**src/rtl/pc_gen.sv**
```systemverilog
// Fetch-stage program counter: prioritised redirects (trap > EX > ID), sequential stepping,
// stall/ready hold with capture of redirects that arrive while the PC is frozen.
module pc_gen #(
   parameter int unsigned      XLEN         = 32,
   parameter logic [XLEN-1:0]  RESET_VECTOR = '0,
   parameter bit               C_EXT        = 1'b0
) (
   input  logic            clk,
   input  logic            rst,
   input  logic            stall,
   input  logic            trap_valid,
   input  logic [XLEN-1:0] trap_addr,
   input  logic            ex_redir_valid,
   input  logic [XLEN-1:0] ex_redir_addr,
   input  logic            id_redir_valid,
   input  logic [XLEN-1:0] id_redir_addr,
   input  logic            inst_len2,
   input  logic            if_req_ready,
   output logic            if_req_valid,
   output logic [XLEN-1:0] pc_out,
   output logic [XLEN-1:0] pc_seq,
   output logic            redir_pending
);

   typedef enum logic [1:0] {StBoot, StRun, StHold} state_t;

   // Low address bits that a target may not carry.
   localparam logic [XLEN-1:0] AlignMask = C_EXT ? ~XLEN'(1) : ~XLEN'(3);

   localparam logic [1:0] PrioNone = 2'd0;
   localparam logic [1:0] PrioId   = 2'd1;
   localparam logic [1:0] PrioEx   = 2'd2;
   localparam logic [1:0] PrioTrap = 2'd3;

   state_t          state;
   logic [XLEN-1:0] pend_addr;
   logic [1:0]      pend_prio;
   logic [1:0]      new_prio;
   logic [XLEN-1:0] new_addr;
   logic [XLEN-1:0] step;
   logic            adv;
   logic            take_new;

   always_comb begin
      new_prio = PrioNone;
      new_addr = '0;
      if (trap_valid) begin
         new_prio = PrioTrap;
         new_addr = trap_addr & AlignMask;
      end else if (ex_redir_valid) begin
         new_prio = PrioEx;
         new_addr = ex_redir_addr & AlignMask;
      end else if (id_redir_valid) begin
         new_prio = PrioId;
         new_addr = id_redir_addr & AlignMask;
      end
   end

   assign step     = (C_EXT && inst_len2) ? XLEN'(2) : XLEN'(4);
   assign pc_seq   = pc_out + step;
   assign adv      = if_req_valid & if_req_ready & ~stall;
   // pend_prio is PrioNone whenever nothing is pending, so any redirect beats it; ties go to
   // the newer request.
   assign take_new = (new_prio != PrioNone) && (new_prio >= pend_prio);

   always_ff @(posedge clk or negedge rst) begin
      if (!rst) begin
         state         <= StBoot;
         pc_out        <= RESET_VECTOR;
         if_req_valid  <= 1'b0;
         redir_pending <= 1'b0;
         pend_addr     <= '0;
         pend_prio     <= PrioNone;
      end else begin
         unique case (state)
            StBoot: begin
               state        <= StRun;
               if_req_valid <= 1'b1;
            end
            StRun, StHold: begin
               if (adv) begin
                  if (take_new) begin
                     pc_out <= new_addr;
                  end else if (redir_pending) begin
                     pc_out <= pend_addr;
                  end else begin
                     pc_out <= pc_seq;
                  end
                  redir_pending <= 1'b0;
                  pend_prio     <= PrioNone;
                  state         <= StRun;
               end else begin
                  state <= StHold;
                  if (take_new) begin
                     pend_addr     <= new_addr;
                     pend_prio     <= new_prio;
                     redir_pending <= 1'b1;
                  end
               end
            end
            default: begin
               state        <= StBoot;
               if_req_valid <= 1'b0;
            end
         endcase
      end
   end

endmodule

```
**config.mk**
```make
export PLATFORM = sky130hd
export DESIGN_NAME = pc_gen
export DESIGN_NICKNAME = d
export VERILOG_FILES = /design/src/rtl/pc_gen.sv
export SDC_FILE = /design/constraint.sdc
export NUM_CORES = 1
export LEC_CHECK = 0
export ABC_AREA = 0
export BUFFER_PORTS_ARGS = -buffer_cell sky130_fd_sc_hd__buf_4
export CELL_PAD_IN_SITES_DETAIL_PLACEMENT = 0
export CELL_PAD_IN_SITES_GLOBAL_PLACEMENT = 1
export CORE_MARGIN = 2
export CORE_UTILIZATION = 33
export DETAILED_ROUTE_END_ITERATION = 8
export PLACE_DENSITY_LB_ADDON = 0.12
export SLEW_MARGIN = 30
export SYNTH_ARGS = -nofsm -noshare
export SYNTH_HDL_FRONTEND = slang
export SYNTH_SLANG_ARGS = --single-unit
```
**constraint.sdc**
```tcl
create_clock -name clk -period 2.2 [get_ports clk]
set_clock_uncertainty 0.15 [all_clocks]
set_input_delay 0.33 -clock clk [delete_from_list [all_inputs] [get_ports clk]]
set_output_delay 0.33 -clock clk [all_outputs]
set_load 0.03 [all_outputs]
```
==> results of run 1 <==
-- metrics by stage --
stage	setup slack (ns)	utilization	cells
floorplan	-0.338	-	453
CTS	-0.219	0.538	855
detailed placement	-0.239	0.492	824
global route	-0.310	0.551	861
finish	-0.225	0.551	861
global placement	-0.193	0.492	824
-- state kept, by name (all words and copies together), names as in the netlist --
name / cells
pc_out: 30
pend_addr: 30
pend_prio: 2
state: 2
if_req_valid: 1
redir_pending: 1
-- metal layers --
metal,vias up,global-route usage
li1,2152,-
met1,2195,0.312
met2,132,0.337
met3,8,0.0333
met4,0,0.0485
met5,-,0
-- worst reg2reg max path, delay by kind of cell (launching register included) --
kind,cells,cell delay (ns)
AOI/OAI and AO/OA,1,0.29
xor gates and xnor gates,1,0.14
adders and majority gates,1,0.16
buffers and inverters,4,0.52
DFF,1,0.41
and+or+nand+nor,3,0.53
-- worst max path at each step --
stage | startpoint | endpoint | slack, ns | cells after the start
floorplan | ex_redir_valid | pc_out[25]$_DFFE_PN0P_ | -0.34 | 12
global placement | ex_redir_valid | pc_out[31]$_DFFE_PN0P_ | -0.19 | 10
detailed placement | ex_redir_valid | pc_out[31]$_DFFE_PN0P_ | -0.24 | 10
CTS | pc_out[3]$_DFFE_PN0P_ | pc_seq[29] | -0.22 | 6
global route | pc_out[3]$_DFFE_PN0P_ | pc_seq[29] | -0.31 | 6
finish | pc_out[20]$_DFFE_PN0P_ | pc_seq[29] | -0.23 | 5
-- repair_timing --
action | in CTS | in global routing
setup buffers | 14 | 8
setup endpoints to repair | 27 | 33
resized for setup | 37 | 20
hold buffers | 1 | 0
hold endpoints to repair | 25 | 0
pin swaps | 22 | 21
-- power by group --
part | total (mW) | internal, mW | switching [mW]
combinational | 6.76 | 3.32 | 3.43
clock | 1.55 | 1.02 | 0.535
sequential | 2.33 | 1.85 | 0.479
total | 10.6 | 6.19 | 4.45
-- area by class of cell --
| type | count | area [µm²] | area share |
|---|---|---|---|
| Clock buffer | 11 | 243 | 0.0335 |
| Timing Repair Buffer | 253 | 2040 | 0.281 |
| Clock inverter | 5 | 77.6 | 0.0107 |
| Sequential cell | 66 | 1670 | 0.231 |
| Tap cell | 176 | 220 | 0.0304 |
| Inverter | 10 | 37.5 | 0.00518 |
| Multi-Input combinational cell | 340 | 2960 | 0.408 |
-- synth_stat cells, types with 3 or more instances --
cell / n
buf_2: 10
a22o_1: 12
nor3_1: 5
nand2_1: 46
o21ai_0: 31
nand3b_1: 3
buf_6: 6
buf_4: 4
a22oi_1: 32
clkbuf_1: 17
and4_1: 5
a221o_1: 12
o22ai_1: 3
mux2_2: 3
inv_1: 10
and3_1: 5
nor2_1: 13
xnor2_1: 23
a21oi_1: 15
mux2_4: 26
ha_1: 5
nand2b_1: 6
xor2_1: 5
nor2b_1: 4
nand4_1: 12
o211ai_1: 7
a31oi_1: 5
mux2i_1: 7
dfrtp_1: 66
nand3_1: 15
-- cell families (layout without fill, tap and decap cells) --
family / after synthesis / count (layout)
fa+ha+maj: 5 / 5
other cells: 1 / 4
xor+xnor: 28 / 28
flops: 66 / 66
mux: 36 / 36
simple gates: 124 / 124
compound gates: 143 / 143
buf+inv: 47 / 279
==> run_results.csv, run 1 <==
group,metric,value,unit
run_status,status,"complete, but fails checks",
run_status,violations,"negative setup slack",
grt,grt_use_total,0.214,
clock_network,clk_latency,0.33,ns
run,cap_violations,0,
synthesis,yosysSeqAreaShare,0.375,
worst_setup_path,critPathCaptureType,"output port",
final_layout,stdcell_area,0.00724,mm²
worst_hold_path,hold_depth,3,
synthesis,synth_top_area_frac,0.375,
worst_setup_path,rrSetupSlack,-0.12,ns
worst_setup_path,cp_max_fo,5,
synthesis,netlist_area,0.00441,mm²
sta,fmax,412,MHz
worst_setup_path,slowest_delay,0.42,ns
sta,drv_slew,0,
worst_setup_path,path_cells,"nand3_2, nor4_4, nand4_1, xnor2_4, buf_6",
synthesis,synthAdderAreaFrac,0.0142,
route,highest_layer,"met4",
floorplanning,die_area,0.0143,mm²
grt,grt_max_degree,60,
route,drt_iter0_drc,246,
clock_network,cts_root_buffer,"clkbuf_16",
pwr,p_leak,3.38,nW
synthesis,synthTopCellsByArea,"dfrtp_1 37%, mux2_4 8.9%, a22oi_1 5.4%, xnor2_1 4.6%, nand2_1 3.9%",
sta,fin_ws,-0.225,ns
clock_network,cts.sinks,66,
clock_network,cts_tree,"done",
synthesis,synth-seq-cells,66,
worst_setup_path,critPathRequiredTime,1.72,ns
synthesis,yosys.area_share.xor_xnor,0.0556,
final_layout,diodes,0,
floorplanning,core-area,0.0131,mm²
route,met2_wirelength,7.02,mm
worst_setup_path,critPathKind,"reg -> out",
final_layout,drive_above_1_share,0.533,
worst_setup_path,startpoint_type,"flop",
floorplanning,ios,170,
sta,slew_headroom,0.643,
grt,overflow,0,
route,drt_wl_total,15.2,mm
placed_design,place_area,0.00647,mm²
final_layout,fillers,1223,
synthesis,ys.flop_type,"dfrtp_1",
synthesis,async_reset_ff_frac,1.00,
route,met1_length,7.27,mm
route,vias,4487,
worst_hold_path,hp-start,"trap_addr[30]",
floorplanning,dieWidth,120,µm
worst_setup_path,r2r.worst_path.cells,10,
route,wl_per_cell,17.6,µm
worst_setup_path,slowest_stage,"nor4_4",
route,avgViaCountPerCell,5.21,
sta,hold_violations,0,
sta,hold_ws,0.184,ns
worst_hold_path,min_to,"pend_addr[30]$_DFFE_PN0P_",
worst_hold_path,hold_path.class,"in -> reg",
floorplanning,fp.dieH,120,µm
synthesis,synth_area_leader_cell,"dfrtp_1",
clock_network,clkTransAtPathRegs,0.05,ns
synthesis,synth-simple-area-share,0.150,
route,routed-wl-met3,764,µm
route,drtPass1Iterations,4,
synthesis,synth_edf_count,0,
grt,grt_pass1_vias,4545,
synthesis,ys_warn_count,0,
sta,finalCritPeriodShare,1.10,
route,drc_errors,0,
synthesis,synth_compound_area_frac,0.236,
pwr,peakVddDrop,0.546,mV
floorplanning,row_count,42,
worst_setup_path,r2r-end,"pc_out[22]$_DFFE_PN0P_",
sta,setup_tns,-2.66,ns
placed_design,place.port_buffers,158,
synthesis,synth_top_family_by_area,"compound AO/OA/AOI/OAI gates",
worst_setup_path,critical_path_buf_inv_count,1,
route,drt.antenna.violating_nets,0,
worst_setup_path,reg2reg_from,"pc_out[3]$_DFFE_PN0P_",
clock_network,clockBufferDepth,2,
final_layout,area_delta_synth_final,64.2,%
final_layout,layout_commonest_cell,"buf_4",
synthesis,yosysUniqueCellTypes,58,
grt,grt_pass1_wl,24.2,mm
synthesis,synth_area_per_cell,9.80,µm²
worst_setup_path,cp_top_family,"simple AND/OR/NAND/NOR gates",
grt,antenna_found_initial,0,
clock_network,cts.htree.levels,3,
final_layout,final_cell_mix,"229 x buf_4, 52 x dfrtp_1, 42 x nand2_1",
pwr,power.total,10.6,mW
final_layout,fin_nets,789,
synthesis,syn_inst,450,
sta,tightest_slew,0.535,ns
sta,finalCriticalPeriod,2.43,ns
synthesis,synth_mux_area_frac,0.112,
placed_design,gp_congestion,0.800,
floorplanning,start_util,0.336,
sta,setup_violations,19,
sta,rsz0062_at_grt,"yes",
placed_design,dp_hpwl,11.3,mm
clock_network,cts_buffers,9,
worst_setup_path,critical_path_arrival,1.95,ns
pwr,p_per_area,1470,mW/mm²
No activity file was read; power rests on OpenSTA's default activity.
==> inputs of run 2 (changes only) <==
- CORE_MARGIN: 2 -> not set
- HOLD_SLACK_MARGIN: not set -> 0.05
- REMOVE_ABC_BUFFERS: not set -> 1
==> run 2 against run 1 <==
The run still ends with negative setup slack left; register-to-register slack improved by 0.18 ns; setup slack got worse by 0.020 ns; cell area fell by 2.7%; count of clock-buffer cells in the layout rose by 3; sequential power rose by 3%; sequential share of layout area rose by 0.47 points; critical endpoint is now pc_seq[26]; largest power group unchanged; highest routed layer unchanged.
==> run_results.csv, run 2 (synthesized netlist as in run 1, its figures left out) <==
group,metric,value,unit
pwr,p_per_area,1450,mW/mm²
final_layout,reg_top3,"pc_out (30), pend_addr (30)",
grt,use_met3,0.0368,
final_layout,fillers,1214,
final_layout,drive_above_1_share,0.510,
final_layout,final_cell_mix,"208 x buf_4, 62 x dfrtp_1, 41 x nand2_1",
floorplanning,core-area,0.0128,mm²
sta,finalCritPeriodShare,1.11,
pwr,p_leak,3.32,nW
worst_setup_path,cp_top_family,"buffers and inverters",
final_layout,final_cells,843,
clock_network,cts_root_buffer,"clkbuf_16",
clock_network,cts_tree,"done",
clock_network,cts_buffers,9,
sta,finalCriticalPeriod,2.45,ns
floorplanning,fp.dieH,118,µm
worst_setup_path,critical_path_arrival,1.97,ns
worst_setup_path,critPathCaptureType,"output port",
grt,grt_max_degree,67,
floorplanning,row_count,41,
grt,overflow,0,
sta,fmax,409,MHz
worst_setup_path,slowest_delay,0.46,ns
pwr,peakVddDrop,0.631,mV
floorplanning,dieWidth,118,µm
grt,grt_use_total,0.223,
worst_setup_path,path_cells,"inv_1, nor4_4, buf_4, nand4_1, xnor2_2, buf_6",
worst_setup_path,critPathKind,"reg -> out",
placed_design,place_area,0.00614,mm²
placed_design,preCtsSetupSlack,-0.360,ns
run,cap_violations,0,
run_status,status,"complete, but fails checks",
grt,grt_pass1_wl,24.2,mm
sta,rsz0062_at_grt,"yes",
worst_setup_path,cp_max_fo,5,
clock_network,clkTransAtPathRegs,0.06,ns
worst_setup_path,slowest_stage,"dfrtp_1",
route,wl_per_cell,18.0,µm
route,drt_wl_total,15.2,mm
worst_setup_path,r2r.worst_path.cells,8,
placed_design,dp_hpwl,10.8,mm
final_layout,layout_commonest_cell,"buf_4",
run_status,violations,"negative setup slack",
sta,setup_tns,-3.56,ns
sta,drv_slew,0,
grt,use_met1,0.292,
clock_network,clockBufferDepth,2,
floorplanning,die_area,0.0138,mm²
worst_setup_path,critPathRequiredTime,1.72,ns
placed_design,place_inst,808,
route,drt_iter0_drc,251,
route,drt.antenna.violating_nets,0,
clock_network,clk_latency,0.33,ns
worst_hold_path,hold_path.class,"in -> reg",
final_layout,stdcell_area,0.00704,mm²
grt,met2_usage,0.372,
sta,fin_ws,-0.245,ns
final_layout,fin_nets,776,
clock_network,cts.htree.levels,3,
sta,setup_violations,20,
route,vias,4370,
final_layout,diodes,0,
grt,grt_pass1_vias,4510,
worst_hold_path,hold_depth,2,
worst_setup_path,path_depth,6,
final_layout,final_core_util,0.549,
final_layout,area_delta_synth_final,59.8,%
worst_setup_path,critical_path_buf_inv_count,3,
placed_design,place.port_buffers,158,
route,drtPass1Iterations,4,
clock_network,cts.sinks,66,
route,avgViaCountPerCell,5.18,
final_layout,seq_area,0.00166,mm²
worst_setup_path,startpoint_type,"flop",
grt,antenna_found_initial,0,
floorplanning,start_util,0.344,
placed_design,gp_congestion,0.770,
grt,busiest_layer,"met2",
sta,hold_violations,0,
final_layout,multi_input_area,0.00288,mm²
floorplanning,ios,170,
route,drc_errors,0,
## run 2: cell count changes in the layout (fill, tap and decap cells not counted), sizes merged
cell and change:
bufinv -2, clkbuf +3, buf -13, clkinv -2
## run 2: report_power, final
part	internal [mW]	leakage, nW	total [mW]	switching [mW]
Combinational	3.15	2.37	6.43	3.28
Sequential	1.83	0.808	2.40	0.570
Clock	0.880	0.141	1.40	0.523
Total	5.86	3.32	10.2	4.37
## run 2: through the flow
step	power (mW)	hold slack (ns)
after CTS	9.96	0.155
final	10.2	0.164
after detailed placement	8.13	0.219
after global routing	10.8	0.173
after global placement	8.05	0.212
after floorplan	5.80	-0.116
## run 2: path summary, 6_finish.rpt
check | to | start | slack [ns]
setup / recovery | pc_seq[26] | pc_out[10]$_DFFE_PN0P_ | -0.25
hold / removal | state[1]$_DFF_PN0_ | stall | 0.16
setup reg to reg | pc_out[20]$_DFFE_PN0P_ | pc_out[2]$_DFFE_PN0P_ | 0.06
hold reg to reg | pend_addr[10]$_DFFE_PN0P_ | pend_addr[10]$_DFFE_PN0P_ | 0.36
max in group asynchronous | pc_out[22]$_DFFE_PN0P_ | rst | 1.19
min in group asynchronous | pend_addr[6]$_DFFE_PN0P_ | rst | 0.39
## run 2: layout make-up
cell class | count | share of cell area
multi-input cells | 340 | 0.409
repair buffers | 240 | 0.278
flip-flops and latches | 66 | 0.235
clock buffers | 14 | 0.0403
well taps | 172 | 0.0306
inverters | 10 | 0.00533
clock inverters | 1 | 0.00107
## run 2: worst register-to-register path, stage by stage (launching register included)
cell and delay, ns:
dfrtp_1 0.36, buf_6 0.11, ha_4 0.15, and3_4 0.20
and4_4 0.32, nand4_1 0.16, buf_4 0.18, a31o_4 0.21
a22o_1 0.19
## run 2: what timing repair did
action                                  in CTS  in global routing
endpoints found under the hold margin       66                  0
hold buffers                                 1                  0
setup buffers                               16                 10
endpoints found under the setup margin      23                 58
gates cloned                                 0                  0
pin swaps                                   12                 30
gates resized for setup                     54                 40
## run 2: per-layer routing
metal  part of all wire  vias to the layer above
met1               0.44                     2118
met3              0.051                       10
met5                  0                        -
met4             0.0090                        0
li1                   -                     2127
met2               0.50                      115
